<file path="config.mk">
export PLATFORM = sky130hd
export DESIGN_NAME = mips_prog_loader_flat
export DESIGN_NICKNAME = d
export VERILOG_FILES = /design/src/rtl/mips_prog_loader_if.sv /design/src/rtl/mips_prog_loader.sv /design/src/flat_wrapper.sv
export SDC_FILE = /design/constraint.sdc
export NUM_CORES = 1
export LEC_CHECK = 0
export CAP_MARGIN = 20
export CORE_AREA = 2 2 98 100
export CTS_CLUSTER_SIZE = 14
export DETAILED_ROUTE_END_ITERATION = 10
export DIE_AREA = 0 0 100 102
export GPL_ROUTABILITY_DRIVEN = 0
export PLACE_DENSITY_LB_ADDON = 0.2
export SLEW_MARGIN = 30
export SYNTH_ARGS = -nofsm -noshare
export SYNTH_HDL_FRONTEND = slang
export SYNTH_SLANG_ARGS = --single-unit
</file>
<file path="constraint.sdc">
create_clock -name clk1 -period 2.8 [get_ports clk1]
set_input_delay 0.28 -clock clk1 [delete_from_list [all_inputs] [get_ports clk1]]
set_output_delay 0.28 -clock clk1 [all_outputs]
set_load 0.005 [all_outputs]
</file>
<file path="src/rtl/mips_prog_loader_if.sv">
// ---------------------------------------------------------------------------
// mips_prog_loader_if
// Purpose : groups the instruction-word stream and the instruction-memory
//           write port of the program loader into a single bundle.
// Signals : s_data    [31:0]  instruction word stream
//           s_valid           s_data valid
//           s_ready           loader accepts a beat
//           mem_we            instruction-memory write strobe
//           mem_addr  [AW-1:0] write word address
//           mem_wdata [31:0]  write data
// Modports: slave  - the loader (consumes the stream, drives the memory port)
//           master - the environment (drives the stream, observes the port)
// ---------------------------------------------------------------------------
interface mips_prog_loader_if #(
    parameter int AW = 10
);
    logic [31:0]   s_data;
    logic          s_valid;
    logic          s_ready;
    logic          mem_we;
    logic [AW-1:0] mem_addr;
    logic [31:0]   mem_wdata;

    modport slave (
        input  s_data,
        input  s_valid,
        output s_ready,
        output mem_we,
        output mem_addr,
        output mem_wdata
    );

    modport master (
        output s_data,
        output s_valid,
        input  s_ready,
        input  mem_we,
        input  mem_addr,
        input  mem_wdata
    );
endinterface

</file>
<file path="src/rtl/mips_prog_loader.sv">
// ---------------------------------------------------------------------------
// mips_prog_loader
// Purpose : loads a block of instruction words from a valid/ready stream into
//           instruction memory, pulses cpu_init to restart the pipeline, runs
//           it until it reports HALTED (or a watchdog expires), then pulses
//           done and returns to IDLE.
// Params  : AW      - instruction-memory word-address width
//           RUN_MAX - maximum RUN cycles before the watchdog fires
// Ports   : clk1          sole clock, rising edge
//           rst_n         asynchronous active-low reset
//           i_ld_start    single-cycle load-and-run request
//           i_ld_base     first word address of the load
//           i_ld_count    number of words (0 = run without loading)
//           i_ld_abort    return to IDLE from any state
//           bus           stream in / memory write port out (slave modport)
//           o_cpu_init    one-cycle pipeline init pulse (PC=0, flags cleared)
//           o_cpu_run     pipeline run enable
//           i_cpu_halted  HALTED flag from the pipeline
//           o_busy        high in every state except IDLE
//           o_done        one-cycle completion pulse
//           o_timeout     sticky watchdog flag
//           o_err         sticky flag: ld_start seen while busy
// All outputs come straight from flops.
// ---------------------------------------------------------------------------
module mips_prog_loader #(
    parameter int AW      = 10,
    parameter int RUN_MAX = 1024
) (
    input  logic                clk1,
    input  logic                rst_n,
    input  logic                i_ld_start,
    input  logic [AW-1:0]       i_ld_base,
    input  logic [AW-1:0]       i_ld_count,
    input  logic                i_ld_abort,
    mips_prog_loader_if.slave   bus,
    output logic                o_cpu_init,
    output logic                o_cpu_run,
    input  logic                i_cpu_halted,
    output logic                o_busy,
    output logic                o_done,
    output logic                o_timeout,
    output logic                o_err
);

    // Watchdog width: enough bits to hold RUN_MAX-1.
    localparam int CW = (RUN_MAX > 1) ? $clog2(RUN_MAX) : 1;
    localparam logic [CW-1:0] WD_LAST = CW'(RUN_MAX - 1);

    localparam logic [2:0] ST_IDLE    = 3'd0;
    localparam logic [2:0] ST_LOAD    = 3'd1;
    localparam logic [2:0] ST_RELEASE = 3'd2;
    localparam logic [2:0] ST_RUN     = 3'd3;
    localparam logic [2:0] ST_DONE    = 3'd4;

    logic [2:0]    r_state;
    logic [AW-1:0] r_base;
    logic [AW-1:0] r_count;
    logic [AW-1:0] r_idx;
    logic [CW-1:0] r_wdog;

    logic          r_s_ready;
    logic          r_mem_we;
    logic [AW-1:0] r_mem_addr;
    logic [31:0]   r_mem_wdata;
    logic          r_cpu_init;
    logic          r_cpu_run;
    logic          r_busy;
    logic          r_done;
    logic          r_timeout;
    logic          r_err;

    logic [2:0]    w_state_next;
    logic          w_accept;
    logic          w_last_beat;
    logic          w_wdog_hit;
    logic          w_start_idle;
    logic          w_start_busy;

    // A beat is taken whenever the stream is valid while we are in LOAD
    // (s_ready mirrors the LOAD state exactly).
    assign w_accept     = (r_state == ST_LOAD) && bus.s_valid;
    assign w_last_beat  = w_accept && (r_idx == (r_count - 1'b1));
    // Halt has priority over the watchdog when both land on the same cycle.
    assign w_wdog_hit   = (r_state == ST_RUN) && !i_cpu_halted && (r_wdog == WD_LAST);
    assign w_start_idle = (r_state == ST_IDLE) && i_ld_start && !i_ld_abort;
    assign w_start_busy = (r_state != ST_IDLE) && i_ld_start && !i_ld_abort;

    always_comb begin
        w_state_next = r_state;
        case (r_state)
            ST_IDLE: begin
                if (i_ld_start) begin
                    w_state_next = (i_ld_count != '0) ? ST_LOAD : ST_RELEASE;
                end
            end
            ST_LOAD: begin
                if (w_last_beat) begin
                    w_state_next = ST_RELEASE;
                end
            end
            ST_RELEASE: begin
                w_state_next = ST_RUN;
            end
            ST_RUN: begin
                if (i_cpu_halted || w_wdog_hit) begin
                    w_state_next = ST_DONE;
                end
            end
            ST_DONE: begin
                w_state_next = ST_IDLE;
            end
            default: begin
                w_state_next = ST_IDLE;
            end
        endcase
        // Abort overrides every other event.
        if (i_ld_abort) begin
            w_state_next = ST_IDLE;
        end
    end

    always_ff @(posedge clk1 or negedge rst_n) begin
        if (!rst_n) begin
            r_state     <= ST_IDLE;
            r_base      <= '0;
            r_count     <= '0;
            r_idx       <= '0;
            r_wdog      <= '0;
            r_s_ready   <= 1'b0;
            r_mem_we    <= 1'b0;
            r_mem_addr  <= '0;
            r_mem_wdata <= '0;
            r_cpu_init  <= 1'b0;
            r_cpu_run   <= 1'b0;
            r_busy      <= 1'b0;
            r_done      <= 1'b0;
            r_timeout   <= 1'b0;
            r_err       <= 1'b0;
        end else begin
            r_state <= w_state_next;

            // Status outputs are decoded from the next state so that they
            // line up with the state register rather than lagging it.
            r_s_ready  <= (w_state_next == ST_LOAD);
            r_cpu_init <= (w_state_next == ST_RELEASE);
            r_cpu_run  <= (w_state_next == ST_RUN);
            r_busy     <= (w_state_next != ST_IDLE);
            r_done     <= (w_state_next == ST_DONE);

            // Write strobe follows the accepted beat by one cycle; an abort on
            // the accepting edge drops the write.
            r_mem_we <= w_accept && !i_ld_abort;
            if (w_accept) begin
                r_mem_addr  <= r_base + r_idx;   // wraps modulo 2^AW
                r_mem_wdata <= bus.s_data;
                r_idx       <= r_idx + 1'b1;
            end

            if (w_start_idle) begin
                r_base    <= i_ld_base;
                r_count   <= i_ld_count;
                r_idx     <= '0;
                r_err     <= 1'b0;
                r_timeout <= 1'b0;
            end else if (w_start_busy) begin
                r_err <= 1'b1;
            end

            if (w_wdog_hit && !i_ld_abort) begin
                r_timeout <= 1'b1;
            end

            // Counter only runs in RUN, so it is already zero on RUN entry.
            if (r_state == ST_RUN) begin
                r_wdog <= r_wdog + 1'b1;
            end else begin
                r_wdog <= '0;
            end
        end
    end

    assign bus.s_ready   = r_s_ready;
    assign bus.mem_we    = r_mem_we;
    assign bus.mem_addr  = r_mem_addr;
    assign bus.mem_wdata = r_mem_wdata;
    assign o_cpu_init    = r_cpu_init;
    assign o_cpu_run     = r_cpu_run;
    assign o_busy        = r_busy;
    assign o_done        = r_done;
    assign o_timeout     = r_timeout;
    assign o_err         = r_err;

endmodule

</file>
<file path="src/flat_wrapper.sv">
// flat-port wrapper written by rule: the top's interface ports become plain ports
module mips_prog_loader_flat 
#(
    parameter int AW      = 10,
    parameter int RUN_MAX = 1024
)
  (clk1, rst_n, i_ld_start, i_ld_base, i_ld_count, i_ld_abort, o_cpu_init, o_cpu_run, i_cpu_halted, o_busy, o_done, o_timeout, o_err, bus_s_data, bus_s_valid, bus_s_ready, bus_mem_we, bus_mem_addr, bus_mem_wdata);
  mips_prog_loader_if #(.AW(AW)) bus_i ();
  input  logic clk1;
  input  logic rst_n;
  input  logic i_ld_start;
  input  logic [AW-1:0] i_ld_base;
  input  logic [AW-1:0] i_ld_count;
  input  logic i_ld_abort;
  output logic o_cpu_init;
  output logic o_cpu_run;
  input  logic i_cpu_halted;
  output logic o_busy;
  output logic o_done;
  output logic o_timeout;
  output logic o_err;
  input wire logic [$bits(bus_i.s_data)-1:0] bus_s_data;
  input wire logic [$bits(bus_i.s_valid)-1:0] bus_s_valid;
  output wire logic [$bits(bus_i.s_ready)-1:0] bus_s_ready;
  output wire logic [$bits(bus_i.mem_we)-1:0] bus_mem_we;
  output wire logic [$bits(bus_i.mem_addr)-1:0] bus_mem_addr;
  output wire logic [$bits(bus_i.mem_wdata)-1:0] bus_mem_wdata;
  assign bus_i.s_data = bus_s_data;
  assign bus_i.s_valid = bus_s_valid;
  assign bus_s_ready = bus_i.s_ready;
  assign bus_mem_we = bus_i.mem_we;
  assign bus_mem_addr = bus_i.mem_addr;
  assign bus_mem_wdata = bus_i.mem_wdata;
  mips_prog_loader #(.AW(AW), .RUN_MAX(RUN_MAX)) u_core (.clk1(clk1), .rst_n(rst_n), .i_ld_start(i_ld_start), .i_ld_base(i_ld_base), .i_ld_count(i_ld_count), .i_ld_abort(i_ld_abort), .bus(bus_i), .o_cpu_init(o_cpu_init), .o_cpu_run(o_cpu_run), .i_cpu_halted(i_cpu_halted), .o_busy(o_busy), .o_done(o_done), .o_timeout(o_timeout), .o_err(o_err));
endmodule
</file>
==> results of run 1 <==
stage by stage:
step                setup slack [ps]   util  cell area (µm²)  cells  hold slack, ps
CTS                              380  0.637             5800    699             432
global placement                 516  0.616             5610    684             324
finish                           414  0.637             5800    699             452
global route                     115  0.637             5800    699             431
detailed placement               393  0.616             5610    684             328
floorplan                        649      -             4420    479           -15.6
state kept, by name, indices dropped and copies added, names as in the netlist, 3 cells and up:
register              flops
u_core.r_wdog            10
u_core.r_idx             10
u_core.r_count           10
u_core.r_state            3
u_core.bus.mem_addr      10
u_core.bus.mem_wdata     32
u_core.r_base            10
routing by layer:
| layer | track usage | up-vias | routed length [µm] |
|---|---|---|---|
| li1 | - | 1770 | - |
| met1 | 0.282 | 1718 | 4480 |
| met2 | 0.349 | 104 | 4790 |
| met3 | 0.0705 | 8 | 755 |
| met4 | 0.0569 | 0 | 103 |
| met5 | 0 | - | 0 |
kinds of logic (layout without fill, tap and decap cells):
group	count (synthesis)	in the layout	synth area share
flops	93	93	0.526
xor+xnor	37	37	0.0733
buf+inv	30	139	0.0289
fa+ha+maj	13	13	0.0385
compound gates	49	49	0.0795
mux	1	1	0.00255
simple gates	256	256	0.251
cells in the final DEF, fill, tap and decap left out, types with 10 or more instances in the layout:
cell / count
sky130_fd_sc_hd__nor2_1: 32
sky130_fd_sc_hd__ha_1: 12
sky130_fd_sc_hd__o21ai_0: 12
sky130_fd_sc_hd__nand2_1: 174
sky130_fd_sc_hd__dfrtp_1: 93
sky130_fd_sc_hd__inv_1: 11
sky130_fd_sc_hd__nor3_1: 10
sky130_fd_sc_hd__xnor2_1: 21
sky130_fd_sc_hd__clkdlybuf4s50_1: 106
sky130_fd_sc_hd__xor2_1: 16
synthesized netlist by cell type (2+ instances only):
cell	instances	area, µm²
sky130_fd_sc_hd__nand2b_1	3	18.8
sky130_fd_sc_hd__nand3b_1	2	15.0
sky130_fd_sc_hd__nand3_1	8	40.0
sky130_fd_sc_hd__nand4_1	6	37.5
sky130_fd_sc_hd__ha_1	12	150
sky130_fd_sc_hd__xnor2_1	21	184
sky130_fd_sc_hd__clkbuf_1	16	60.1
sky130_fd_sc_hd__and3_1	6	37.5
sky130_fd_sc_hd__buf_4	2	15.0
sky130_fd_sc_hd__a31oi_1	3	18.8
sky130_fd_sc_hd__o211ai_2	2	25.0
sky130_fd_sc_hd__nor3_1	10	50.1
sky130_fd_sc_hd__nor2_1	32	120
sky130_fd_sc_hd__nor4b_2	2	30.0
sky130_fd_sc_hd__o21ai_0	12	60.1
sky130_fd_sc_hd__nand2_1	174	653
sky130_fd_sc_hd__o31ai_1	3	22.5
sky130_fd_sc_hd__dfrtp_1	93	2330
sky130_fd_sc_hd__a21oi_1	7	35.0
sky130_fd_sc_hd__a211oi_1	2	15.0
sky130_fd_sc_hd__nor2b_1	4	25.0
sky130_fd_sc_hd__o21bai_1	2	15.0
sky130_fd_sc_hd__o21a_1	3	22.5
sky130_fd_sc_hd__xor2_1	16	140
sky130_fd_sc_hd__a21o_1	3	22.5
sky130_fd_sc_hd__o21ai_1	3	15.0
sky130_fd_sc_hd__inv_1	11	41.3
layout make-up:
cell class                      count  area, µm²
Inverter                           11       41.3
Sequential cell                    93       2330
Clock buffer                        9        124
Fill cell                         767       3310
Tap cell                          111        139
Multi-Input combinational cell    356       1970
Timing Repair Buffer              114       1150
Clock inverter                      5       53.8
worst reg2reg max path: cells and delay by family, from the launching register on:
kind,cells,cell delay (ps)
fa+ha+maj,2,630
buf+inv,1,60
flops,1,460
compound gates,4,910
simple gates,2,230
power by group through the flow:
stage	Combinational [mW]	Sequential, mW	Clock (mW)
floorplan	0.415	1.70	0
global placement	0.906	1.71	0
detailed placement	0.920	1.72	0
CTS	0.931	1.70	0.873
global route	1.03	1.73	0.944
finish	0.916	1.69	0.842
path summary, 6_finish.rpt:
| check | startpoint | to | depth (start not counted) |
|---|---|---|---|
| hold reg to reg | u_core.r_wdog[0] | u_core.r_wdog[0] | 1 |
| hold / removal | bus_s_data[27] | u_core.bus.mem_wdata[27] | 3 |
| min in group asynchronous | rst_n | u_core.r_base[5] | 2 |
| setup reg to reg | u_core.r_idx[0] | u_core.bus.mem_addr[8] | 9 |
| setup / recovery | u_core.r_idx[0] | u_core.bus.mem_addr[8] | 9 |
| max in group asynchronous | rst_n | u_core.r_wdog[0] | 3 |
timing repair:
item                                   in CTS  in global routing
hold buffers                                1                  0
setup endpoints to repair                   0                  0
endpoints found under the hold margin      44                  0
==> run_summary.xml, run 1 <==
<?xml version="1.0" encoding="UTF-8"?>
<metrics>
  <group name="sta">
    <metric name="finalHoldViolations" unit="">0</metric>
    <metric name="layout_min_cycle_time" unit="ps">2390</metric>
    <metric name="fmaxAchievable" unit="MHz">419</metric>
    <metric name="rsz0062_at_grt" unit="">false</metric>
    <metric name="timing.final.crit_share" unit="">0.852</metric>
    <metric name="setup_viol" unit="">0</metric>
    <metric name="fin_skew" unit="ps">8.02</metric>
    <metric name="worst-slew-pin-transition" unit="ps">583</metric>
    <metric name="final-max-slew-violation-count" unit="">0</metric>
    <metric name="slew_headroom" unit="">0.612</metric>
    <metric name="setup_total_negative_slack" unit="ps">0</metric>
  </group>
  <group name="cells_and_area">
    <metric name="antenna-diode-count" unit="">0</metric>
    <metric name="drive_above_1_share" unit="">0.0544</metric>
    <metric name="syn2layout_area_growth" unit="%">31.2</metric>
    <metric name="nets" unit="">656</metric>
  </group>
  <group name="global_routing">
    <metric name="via_count_of_the_first_global_routing_pass" unit="">3701</metric>
    <metric name="globalRouteOverflowTotal" unit="">0</metric>
    <metric name="wire_length_of_the_first_global_routing_pass" unit="mm">17.4</metric>
    <metric name="tot_gr_track_use" unit="">0.215</metric>
    <metric name="initial_antenna_violation_count" unit="">0</metric>
    <metric name="grt_start_max_net_pins" unit="">50</metric>
  </group>
  <group name="setup_path">
    <metric name="crit_path_max_fanout" unit="">5</metric>
    <metric name="worstPathRequired" unit="ps">3060</metric>
    <metric name="slowest_delay" unit="ps">500</metric>
    <metric name="crit_arrival" unit="ps">2640</metric>
    <metric name="r2r_setup_slack" unit="ps">410</metric>
    <metric name="worstPathCellList" unit="">ha_1, inv_1, fa_1, nor2b_1, o21a_1, o21ai_1, a2111oi_0, nor3_1, o31ai_1</metric>
    <metric name="cp_slowest_cell" unit="">sky130_fd_sc_hd__a2111oi_0</metric>
    <metric name="critical_path_buf_inv_count" unit="">1</metric>
    <metric name="cp_top_family" unit="">compound AO/OA/AOI/OAI gates</metric>
    <metric name="critical_path.endpoint_type" unit="">flip-flop</metric>
    <metric name="worst_setup_path_start_kind" unit="">flip-flop</metric>
    <metric name="timing.setup.critical_path_class" unit="">flip-flop to flip-flop</metric>
  </group>
  <group name="clocking">
    <metric name="clkTransAtPathRegs" unit="ps">90</metric>
    <metric name="cts_resized" unit="">0</metric>
    <metric name="clock_latency" unit="ps">350</metric>
    <metric name="cts_inserted_buffers" unit="">9</metric>
    <metric name="post_cts_buffers" unit="">0</metric>
    <metric name="h_tree_depth_reported_by_cts" unit="">3</metric>
    <metric name="cts-root-to-sink-buffers" unit="">2</metric>
    <metric name="clock_tree_from_tritoncts" unit="">built</metric>
    <metric name="clock-root-buffer" unit="">sky130_fd_sc_hd__clkbuf_8</metric>
    <metric name="clock_sinks" unit="">93</metric>
  </group>
  <group name="power">
    <metric name="seqPwrFrac" unit="">0.490</metric>
    <metric name="power.net_switching" unit="mW">0.991</metric>
    <metric name="cell_internal_pwr" unit="mW">2.46</metric>
    <metric name="leakagePower" unit="nW">2.69</metric>
    <metric name="power.share.switching" unit="">0.287</metric>
    <metric name="totalPowerFinal" unit="mW">3.45</metric>
    <metric name="power_frac_clock" unit="">0.244</metric>
    <metric name="power.density_cell_area" unit="nW/µm²">595</metric>
    <metric name="vdd_ir_drop_max" unit="mV">0.316</metric>
    <metric name="comb_power_share" unit="">0.266</metric>
  </group>
  <group name="routing">
    <metric name="routedWlPerCell" unit="µm">14.5</metric>
    <metric name="avgViaCountPerCell" unit="">5.15</metric>
    <metric name="drt-total-wl" unit="mm">10.1</metric>
    <metric name="drtPass1Iterations" unit="">4</metric>
    <metric name="route.detailed.drc" unit="">0</metric>
    <metric name="num_vias" unit="">3600</metric>
    <metric name="drt.antenna.violating_nets" unit="">0</metric>
    <metric name="drtIter0Drc" unit="">157</metric>
  </group>
  <group name="synthesis">
    <metric name="synth.yosys.warnings" unit="">0</metric>
    <metric name="postSynthAreaPerCell" unit="µm²">9.23</metric>
    <metric name="syn_area" unit="µm²">4420</metric>
    <metric name="synth_enable_flop_cells" unit="">0</metric>
    <metric name="synthesis.nets" unit="">550</metric>
    <metric name="asyncSetResetFlopFracSynth" unit="">1.00</metric>
    <metric name="synth-seq-area-share" unit="">0.526</metric>
    <metric name="yosys_register_bits" unit="">93</metric>
    <metric name="synth_top_flop_cell" unit="">sky130_fd_sc_hd__dfrtp_1</metric>
    <metric name="synthesis.instances" unit="">479</metric>
    <metric name="yosysUniqueCellTypes" unit="">48</metric>
  </group>
  <group name="placed_design">
    <metric name="numPortBuffers" unit="">107</metric>
    <metric name="hpwlAfterDp" unit="mm">7.31</metric>
  </group>
  <group name="die">
    <metric name="core" unit="µm²">9110</metric>
    <metric name="floorplan.die_area" unit="µm²">10200</metric>
    <metric name="die_width" unit="µm">100</metric>
    <metric name="initial_core_util" unit="">0.485</metric>
    <metric name="ios" unit="">108</metric>
    <metric name="chip_height" unit="µm">102</metric>
    <metric name="floorplan.rows" unit="">35</metric>
  </group>
  <group name="flow_run">
    <metric name="max-cap-violations" unit="">0</metric>
  </group>
  <group name="hold_path">
    <metric name="timing.hold.worst.class" unit="">input pin to flip-flop</metric>
  </group>
  <group name="status">
    <metric name="result_of_the_run" unit="">finished clean</metric>
  </group>
</metrics>
Power figures use the tool's default switching activity.
==> run 2, diff against run 1 <==
--- a/config.mk
+++ b/config.mk
@@ -11,6 +11,7 @@
 export DETAILED_ROUTE_END_ITERATION = 10
 export DIE_AREA = 0 0 100 102
 export GPL_ROUTABILITY_DRIVEN = 0
+export HOLD_SLACK_MARGIN = 0.02
 export PLACE_DENSITY_LB_ADDON = 0.2
 export SLEW_MARGIN = 30
 export SYNTH_ARGS = -nofsm -noshare
==> constraint.sdc (replaced) <==
create_clock -name clk1 -period 2.7 [get_ports clk1]
set_input_delay 0.27 -clock clk1 [delete_from_list [all_inputs] [get_ports clk1]]
set_output_delay 0.27 -clock clk1 [all_outputs]
set_load 0.005 [all_outputs]
==> run_summary.xml, run 2 (synthesis gave the netlist of run 1 again) <==
<?xml version="1.0" encoding="UTF-8"?>
<metrics>
  <group name="status">
    <metric name="result_of_the_run" unit="">finished clean</metric>
  </group>
  <group name="die">
    <metric name="floorplan.rows" unit="">35</metric>
    <metric name="chip_height" unit="µm">102</metric>
    <metric name="core" unit="µm²">9110</metric>
    <metric name="ios" unit="">108</metric>
    <metric name="initial_core_util" unit="">0.485</metric>
    <metric name="floorplan.die_area" unit="µm²">10200</metric>
    <metric name="die_width" unit="µm">100</metric>
  </group>
  <group name="sta">
    <metric name="final-max-slew-violation-count" unit="">0</metric>
    <metric name="least_setup_slack_across_all_paths_after_layout" unit="ps">283</metric>
    <metric name="rsz0062_at_grt" unit="">false</metric>
    <metric name="finalHoldViolations" unit="">0</metric>
    <metric name="setup_viol" unit="">0</metric>
    <metric name="worst-slew-pin-transition" unit="ps">697</metric>
    <metric name="fmaxAchievable" unit="MHz">414</metric>
    <metric name="slew_headroom" unit="">0.535</metric>
    <metric name="fin_skew" unit="ps">14.5</metric>
    <metric name="layout_min_cycle_time" unit="ps">2420</metric>
    <metric name="timing.final.crit_share" unit="">0.895</metric>
    <metric name="setup_total_negative_slack" unit="ps">0</metric>
    <metric name="holdWs" unit="ps">433</metric>
  </group>
  <group name="clocking">
    <metric name="post_cts_buffers" unit="">0</metric>
    <metric name="clock_sinks" unit="">93</metric>
    <metric name="cts_inserted_buffers" unit="">9</metric>
    <metric name="h_tree_depth_reported_by_cts" unit="">3</metric>
    <metric name="cts_resized" unit="">0</metric>
    <metric name="clock_latency" unit="ps">350</metric>
    <metric name="clkTransAtPathRegs" unit="ps">100</metric>
    <metric name="clock-root-buffer" unit="">sky130_fd_sc_hd__clkbuf_8</metric>
    <metric name="cts-root-to-sink-buffers" unit="">2</metric>
    <metric name="cts.hold.buffers_added" unit="">1</metric>
    <metric name="clock_tree_from_tritoncts" unit="">built</metric>
  </group>
  <group name="power">
    <metric name="power.density_cell_area" unit="nW/µm²">634</metric>
    <metric name="leakagePower" unit="nW">2.71</metric>
    <metric name="vdd_ir_drop_max" unit="mV">0.376</metric>
    <metric name="totalPowerFinal" unit="mW">3.70</metric>
  </group>
  <group name="cells_and_area">
    <metric name="final_design_area_no_fill" unit="µm²">5840</metric>
    <metric name="final_core_utilization" unit="">0.641</metric>
    <metric name="nets" unit="">656</metric>
    <metric name="antenna-diode-count" unit="">0</metric>
    <metric name="max_reg_flops" unit="">32</metric>
    <metric name="fillers" unit="">773</metric>
    <metric name="sequential_cell_area" unit="µm²">2330</metric>
    <metric name="layout.cells.most_common_list" unit="">sky130_fd_sc_hd__nand2_1, sky130_fd_sc_hd__clkdlybuf4s50_1, sky130_fd_sc_hd__dfrtp_1</metric>
    <metric name="syn2layout_area_growth" unit="%">32.1</metric>
    <metric name="layout_commonest_cell" unit="">sky130_fd_sc_hd__nand2_1</metric>
    <metric name="post_layout_nonfiller_instances" unit="">701</metric>
    <metric name="multiInputGateArea" unit="µm²">1970</metric>
    <metric name="drive_above_1_share" unit="">0.0576</metric>
  </group>
  <group name="setup_path">
    <metric name="worstPathRequired" unit="ps">2970</metric>
    <metric name="timing.setup.critical_path_class" unit="">flip-flop to flip-flop</metric>
    <metric name="crit_path_max_fanout" unit="">5</metric>
    <metric name="crit_arrival" unit="ps">2690</metric>
    <metric name="cp_top_family" unit="">compound AO/OA/AOI/OAI gates</metric>
    <metric name="worstPathCellList" unit="">ha_1, inv_1, fa_1, nor2b_1, o21a_1, o21ai_1, a2111oi_0, nor3_1, o31ai_1</metric>
    <metric name="slowest_delay" unit="ps">500</metric>
    <metric name="cp_slowest_cell" unit="">sky130_fd_sc_hd__a2111oi_0</metric>
    <metric name="critical_path.endpoint_type" unit="">flip-flop</metric>
    <metric name="worst_setup_path_start_kind" unit="">flip-flop</metric>
    <metric name="critical_path_buf_inv_count" unit="">1</metric>
  </group>
  <group name="global_routing">
    <metric name="grt_start_max_net_pins" unit="">54</metric>
    <metric name="globalRouteOverflowTotal" unit="">0</metric>
    <metric name="wire_length_of_the_first_global_routing_pass" unit="mm">17.5</metric>
    <metric name="via_count_of_the_first_global_routing_pass" unit="">3728</metric>
    <metric name="tot_gr_track_use" unit="">0.217</metric>
    <metric name="initial_antenna_violation_count" unit="">0</metric>
  </group>
  <group name="routing">
    <metric name="routedWlPerCell" unit="µm">15.1</metric>
    <metric name="drt-total-wl" unit="mm">10.6</metric>
    <metric name="num_vias" unit="">3661</metric>
    <metric name="route.detailed.drc" unit="">0</metric>
    <metric name="avgViaCountPerCell" unit="">5.22</metric>
    <metric name="drtIter0Drc" unit="">125</metric>
    <metric name="drtPass1Iterations" unit="">4</metric>
    <metric name="drt.antenna.violating_nets" unit="">0</metric>
  </group>
  <group name="placed_design">
    <metric name="post_dp_cell_area" unit="µm²">5610</metric>
    <metric name="hpwlAfterDp" unit="mm">7.45</metric>
    <metric name="numPortBuffers" unit="">107</metric>
    <metric name="post-place-ws" unit="ps">300</metric>
    <metric name="post-place-cells" unit="">684</metric>
  </group>
  <group name="flow_run">
    <metric name="max-cap-violations" unit="">0</metric>
  </group>
  <group name="hold_path">
    <metric name="timing.hold.worst.class" unit="">input pin to flip-flop</metric>
  </group>
</metrics>
-- run 2: changes by cell type in the layout (fill, tap and decap cells not counted), sizes merged --
cell	before	now
inv	11	13
clkbuf	9	11
clkinv	4	2
-- run 2: final timing paths --
path,slack (ps),cells after the start,end,startpoint
setup / recovery,280,9,u_core.bus.mem_addr[8],u_core.r_idx[0]
hold / removal,430,3,u_core.bus.mem_wdata[4],bus_s_data[4]
setup reg to reg,280,9,u_core.bus.mem_addr[8],u_core.r_idx[0]
hold reg to reg,480,1,u_core.r_wdog[0],u_core.r_wdog[0]
max in group asynchronous,1530,3,u_core.r_wdog[5],rst_n
min in group asynchronous,500,2,u_core.o_cpu_init,rst_n
-- run 2: report_power, final --
| part | total [mW] | internal [mW] | leakage, nW | switching (mW) |
|---|---|---|---|---|
| clock | 0.993 | 0.489 | 0.111 | 0.503 |
| combinational | 0.950 | 0.535 | 1.40 | 0.415 |
| sequential | 1.76 | 1.60 | 1.20 | 0.162 |
-- run 2: routing by layer --
metal,track usage,vias to the layer above,part of all wire
met5,0,-,0
li1,-,1779,-
met1,0.280,1761,0.45
met4,0.0832,0,0.017
met2,0.347,104,0.46
met3,0.0698,17,0.074
-- run 2: final cells by class --
cell class,count,share of cell area
clock buffers,11,0.0259
clock inverters,5,0.0111
inverters,11,0.00707
multi-input cells,356,0.337
flip-flops and latches,93,0.399
well taps,111,0.0238
repair buffers,114,0.197
-- run 2: worst reg2reg max path: cells and delay by family (launching register included) --
kind / cells / cell delay, ps
buffers and inverters: 1 / 60
adder cells (fa/ha/maj): 2 / 620
AND/OR/NAND/NOR: 2 / 250
AO/OA/AOI/OAI: 4 / 930
flip-flops: 1 / 470
==> run 3, diff against run 2 <==
--- a/config.mk
+++ b/config.mk
@@ -6,13 +6,14 @@
 export NUM_CORES = 1
 export LEC_CHECK = 0
 export CAP_MARGIN = 20
-export CORE_AREA = 2 2 98 100
+export CORE_AREA = 8 8 104 106
 export CTS_CLUSTER_SIZE = 14
 export DETAILED_ROUTE_END_ITERATION = 10
-export DIE_AREA = 0 0 100 102
+export DIE_AREA = 0 0 112 114
 export GPL_ROUTABILITY_DRIVEN = 0
 export HOLD_SLACK_MARGIN = 0.02
 export PLACE_DENSITY_LB_ADDON = 0.2
+export SKIP_LAST_GASP = 1
 export SLEW_MARGIN = 30
 export SYNTH_ARGS = -nofsm -noshare
 export SYNTH_HDL_FRONTEND = slang
==> run_summary.xml, run 3 (synthesis gave the netlist of run 1 again) <==
<?xml version="1.0" encoding="UTF-8"?>
<metrics>
  <group name="cells_and_area">
    <metric name="layout_commonest_cell" unit="">sky130_fd_sc_hd__nand2_1</metric>
    <metric name="final_design_area_no_fill" unit="µm²">5830</metric>
    <metric name="max_reg_flops" unit="">32</metric>
    <metric name="syn2layout_area_growth" unit="%">31.8</metric>
    <metric name="fillers" unit="">775</metric>
    <metric name="antenna-diode-count" unit="">0</metric>
    <metric name="post_layout_nonfiller_instances" unit="">702</metric>
    <metric name="drive_above_1_share" unit="">0.0592</metric>
    <metric name="final_core_utilization" unit="">0.640</metric>
    <metric name="nets" unit="">657</metric>
    <metric name="layout.cells.most_common_list" unit="">sky130_fd_sc_hd__nand2_1, sky130_fd_sc_hd__clkdlybuf4s50_1, sky130_fd_sc_hd__dfrtp_1</metric>
  </group>
  <group name="die">
    <metric name="die_width" unit="µm">112</metric>
    <metric name="initial_core_util" unit="">0.485</metric>
    <metric name="floorplan.die_area" unit="µm²">12800</metric>
    <metric name="ios" unit="">108</metric>
    <metric name="core" unit="µm²">9110</metric>
    <metric name="chip_height" unit="µm">114</metric>
    <metric name="floorplan.rows" unit="">35</metric>
  </group>
  <group name="routing">
    <metric name="drt-total-wl" unit="mm">10.9</metric>
    <metric name="routedWlPerCell" unit="µm">15.5</metric>
    <metric name="num_vias" unit="">3598</metric>
    <metric name="avgViaCountPerCell" unit="">5.13</metric>
    <metric name="drtPass1Iterations" unit="">4</metric>
    <metric name="drt.antenna.violating_nets" unit="">0</metric>
    <metric name="route.detailed.drc" unit="">0</metric>
    <metric name="drtIter0Drc" unit="">117</metric>
  </group>
  <group name="sta">
    <metric name="setup_total_negative_slack" unit="ps">0</metric>
    <metric name="finalHoldViolations" unit="">0</metric>
    <metric name="rsz0062_at_grt" unit="">false</metric>
    <metric name="slew_headroom" unit="">0.579</metric>
    <metric name="fin_skew" unit="ps">12.1</metric>
    <metric name="final-max-slew-violation-count" unit="">0</metric>
    <metric name="setup_viol" unit="">0</metric>
    <metric name="least_setup_slack_across_all_paths_after_layout" unit="ps">353</metric>
    <metric name="timing.final.crit_share" unit="">0.869</metric>
    <metric name="layout_min_cycle_time" unit="ps">2350</metric>
    <metric name="worst-slew-pin-transition" unit="ps">631</metric>
    <metric name="holdWs" unit="ps">431</metric>
    <metric name="fmaxAchievable" unit="MHz">426</metric>
  </group>
  <group name="global_routing">
    <metric name="initial_antenna_violation_count" unit="">0</metric>
    <metric name="busiest_layer" unit="">met2</metric>
    <metric name="use_met2" unit="">0.277</metric>
    <metric name="via_count_of_the_first_global_routing_pass" unit="">3801</metric>
    <metric name="wire_length_of_the_first_global_routing_pass" unit="mm">18.5</metric>
    <metric name="grt.met3_usage" unit="">0.0745</metric>
    <metric name="global_route.usage.met1" unit="">0.216</metric>
    <metric name="tot_gr_track_use" unit="">0.178</metric>
    <metric name="grt_start_max_net_pins" unit="">49</metric>
    <metric name="globalRouteOverflowTotal" unit="">0</metric>
  </group>
  <group name="power">
    <metric name="leakagePower" unit="nW">2.71</metric>
    <metric name="vdd_ir_drop_max" unit="mV">0.444</metric>
    <metric name="totalPowerFinal" unit="mW">3.68</metric>
    <metric name="power.density_cell_area" unit="nW/µm²">632</metric>
  </group>
  <group name="clocking">
    <metric name="clock_tree_from_tritoncts" unit="">built</metric>
    <metric name="cts-root-to-sink-buffers" unit="">2</metric>
    <metric name="cts_inserted_buffers" unit="">9</metric>
    <metric name="clkTransAtPathRegs" unit="ps">100</metric>
    <metric name="clock_sinks" unit="">93</metric>
    <metric name="h_tree_depth_reported_by_cts" unit="">3</metric>
    <metric name="post_cts_buffers" unit="">0</metric>
    <metric name="clock-root-buffer" unit="">sky130_fd_sc_hd__clkbuf_8</metric>
    <metric name="clock_latency" unit="ps">360</metric>
  </group>
  <group name="setup_path">
    <metric name="worst_setup_path_start_kind" unit="">flip-flop</metric>
    <metric name="worstPathRequired" unit="ps">2960</metric>
    <metric name="crit_path_max_fanout" unit="">5</metric>
    <metric name="critical_path.endpoint_type" unit="">flip-flop</metric>
    <metric name="crit_arrival" unit="ps">2610</metric>
    <metric name="timing.setup.critical_path_class" unit="">flip-flop to flip-flop</metric>
  </group>
  <group name="placed_design">
    <metric name="post_dp_cell_area" unit="µm²">5610</metric>
    <metric name="post-place-cells" unit="">685</metric>
    <metric name="numPortBuffers" unit="">107</metric>
    <metric name="hpwlAfterDp" unit="mm">8.05</metric>
    <metric name="post-place-ws" unit="ps">255</metric>
  </group>
  <group name="hold_path">
    <metric name="timing.hold.worst.class" unit="">input pin to flip-flop</metric>
  </group>
  <group name="flow_run">
    <metric name="max-cap-violations" unit="">0</metric>
  </group>
  <group name="status">
    <metric name="result_of_the_run" unit="">finished clean</metric>
  </group>
</metrics>
## run 3: what timing repair did
| action | CTS | global route |
|---|---|---|
| endpoints found under the hold margin | 47 | 0 |
| gates resized for setup | 0 | 1 |
| endpoints found under the setup margin | 0 | 1 |
| hold buffers | 1 | 0 |
## run 3: area by class of cell
| class | instances | area (µm²) | area share |
|---|---|---|---|
| multi-input combinational | 356 | 1970 | 0.338 |
| clock inverter | 6 | 70.1 | 0.0120 |
| clock buffer | 10 | 138 | 0.0236 |
| timing repair buffer | 115 | 1140 | 0.196 |
| tap | 111 | 139 | 0.0238 |
| inverter | 11 | 41.3 | 0.00709 |
| sequential | 93 | 2330 | 0.399 |
## run 3: routing by layer
| metal | vias to the layer above | routed length (µm) |
|---|---|---|
| li1 | 1778 | - |
| met1 | 1699 | 4830 |
| met2 | 104 | 4810 |
| met3 | 17 | 999 |
| met4 | 0 | 212 |
| met5 | - | 0 |
## run 3: worst paths after layout
check                                               from                        to  slack (ps)  depth (start not counted)
worst max-delay path                     u_core.r_idx[0]    u_core.bus.mem_addr[8]         350                          9
worst min-delay path                      bus_s_data[26]  u_core.bus.mem_wdata[26]         430                          3
worst max register to register           u_core.r_idx[0]    u_core.bus.mem_addr[8]         350                          9
worst min register to register  u_core.bus.mem_wdata[19]  u_core.bus.mem_wdata[19]         470                          2
max in group asynchronous                          rst_n  u_core.bus.mem_wdata[22]        1540                          3
min in group asynchronous                          rst_n         u_core.r_count[4]         480                          2
## run 3: where the power goes
group          total (mW)  switching [mW]  internal [mW]
sequential           1.75           0.155           1.60
combinational       0.962           0.428          0.534
clock               0.969           0.507          0.462
## run 3: worst max-delay path: stages (launching register included)
cell,delay [ps]
sky130_fd_sc_hd__dfrtp_1,460
sky130_fd_sc_hd__ha_1,230
sky130_fd_sc_hd__inv_1,70
sky130_fd_sc_hd__fa_1,410
sky130_fd_sc_hd__nor2b_1,150
sky130_fd_sc_hd__o21a_1,150
sky130_fd_sc_hd__o21ai_1,80
sky130_fd_sc_hd__a2111oi_1,440
sky130_fd_sc_hd__nor3_1,80
sky130_fd_sc_hd__o31ai_1,200
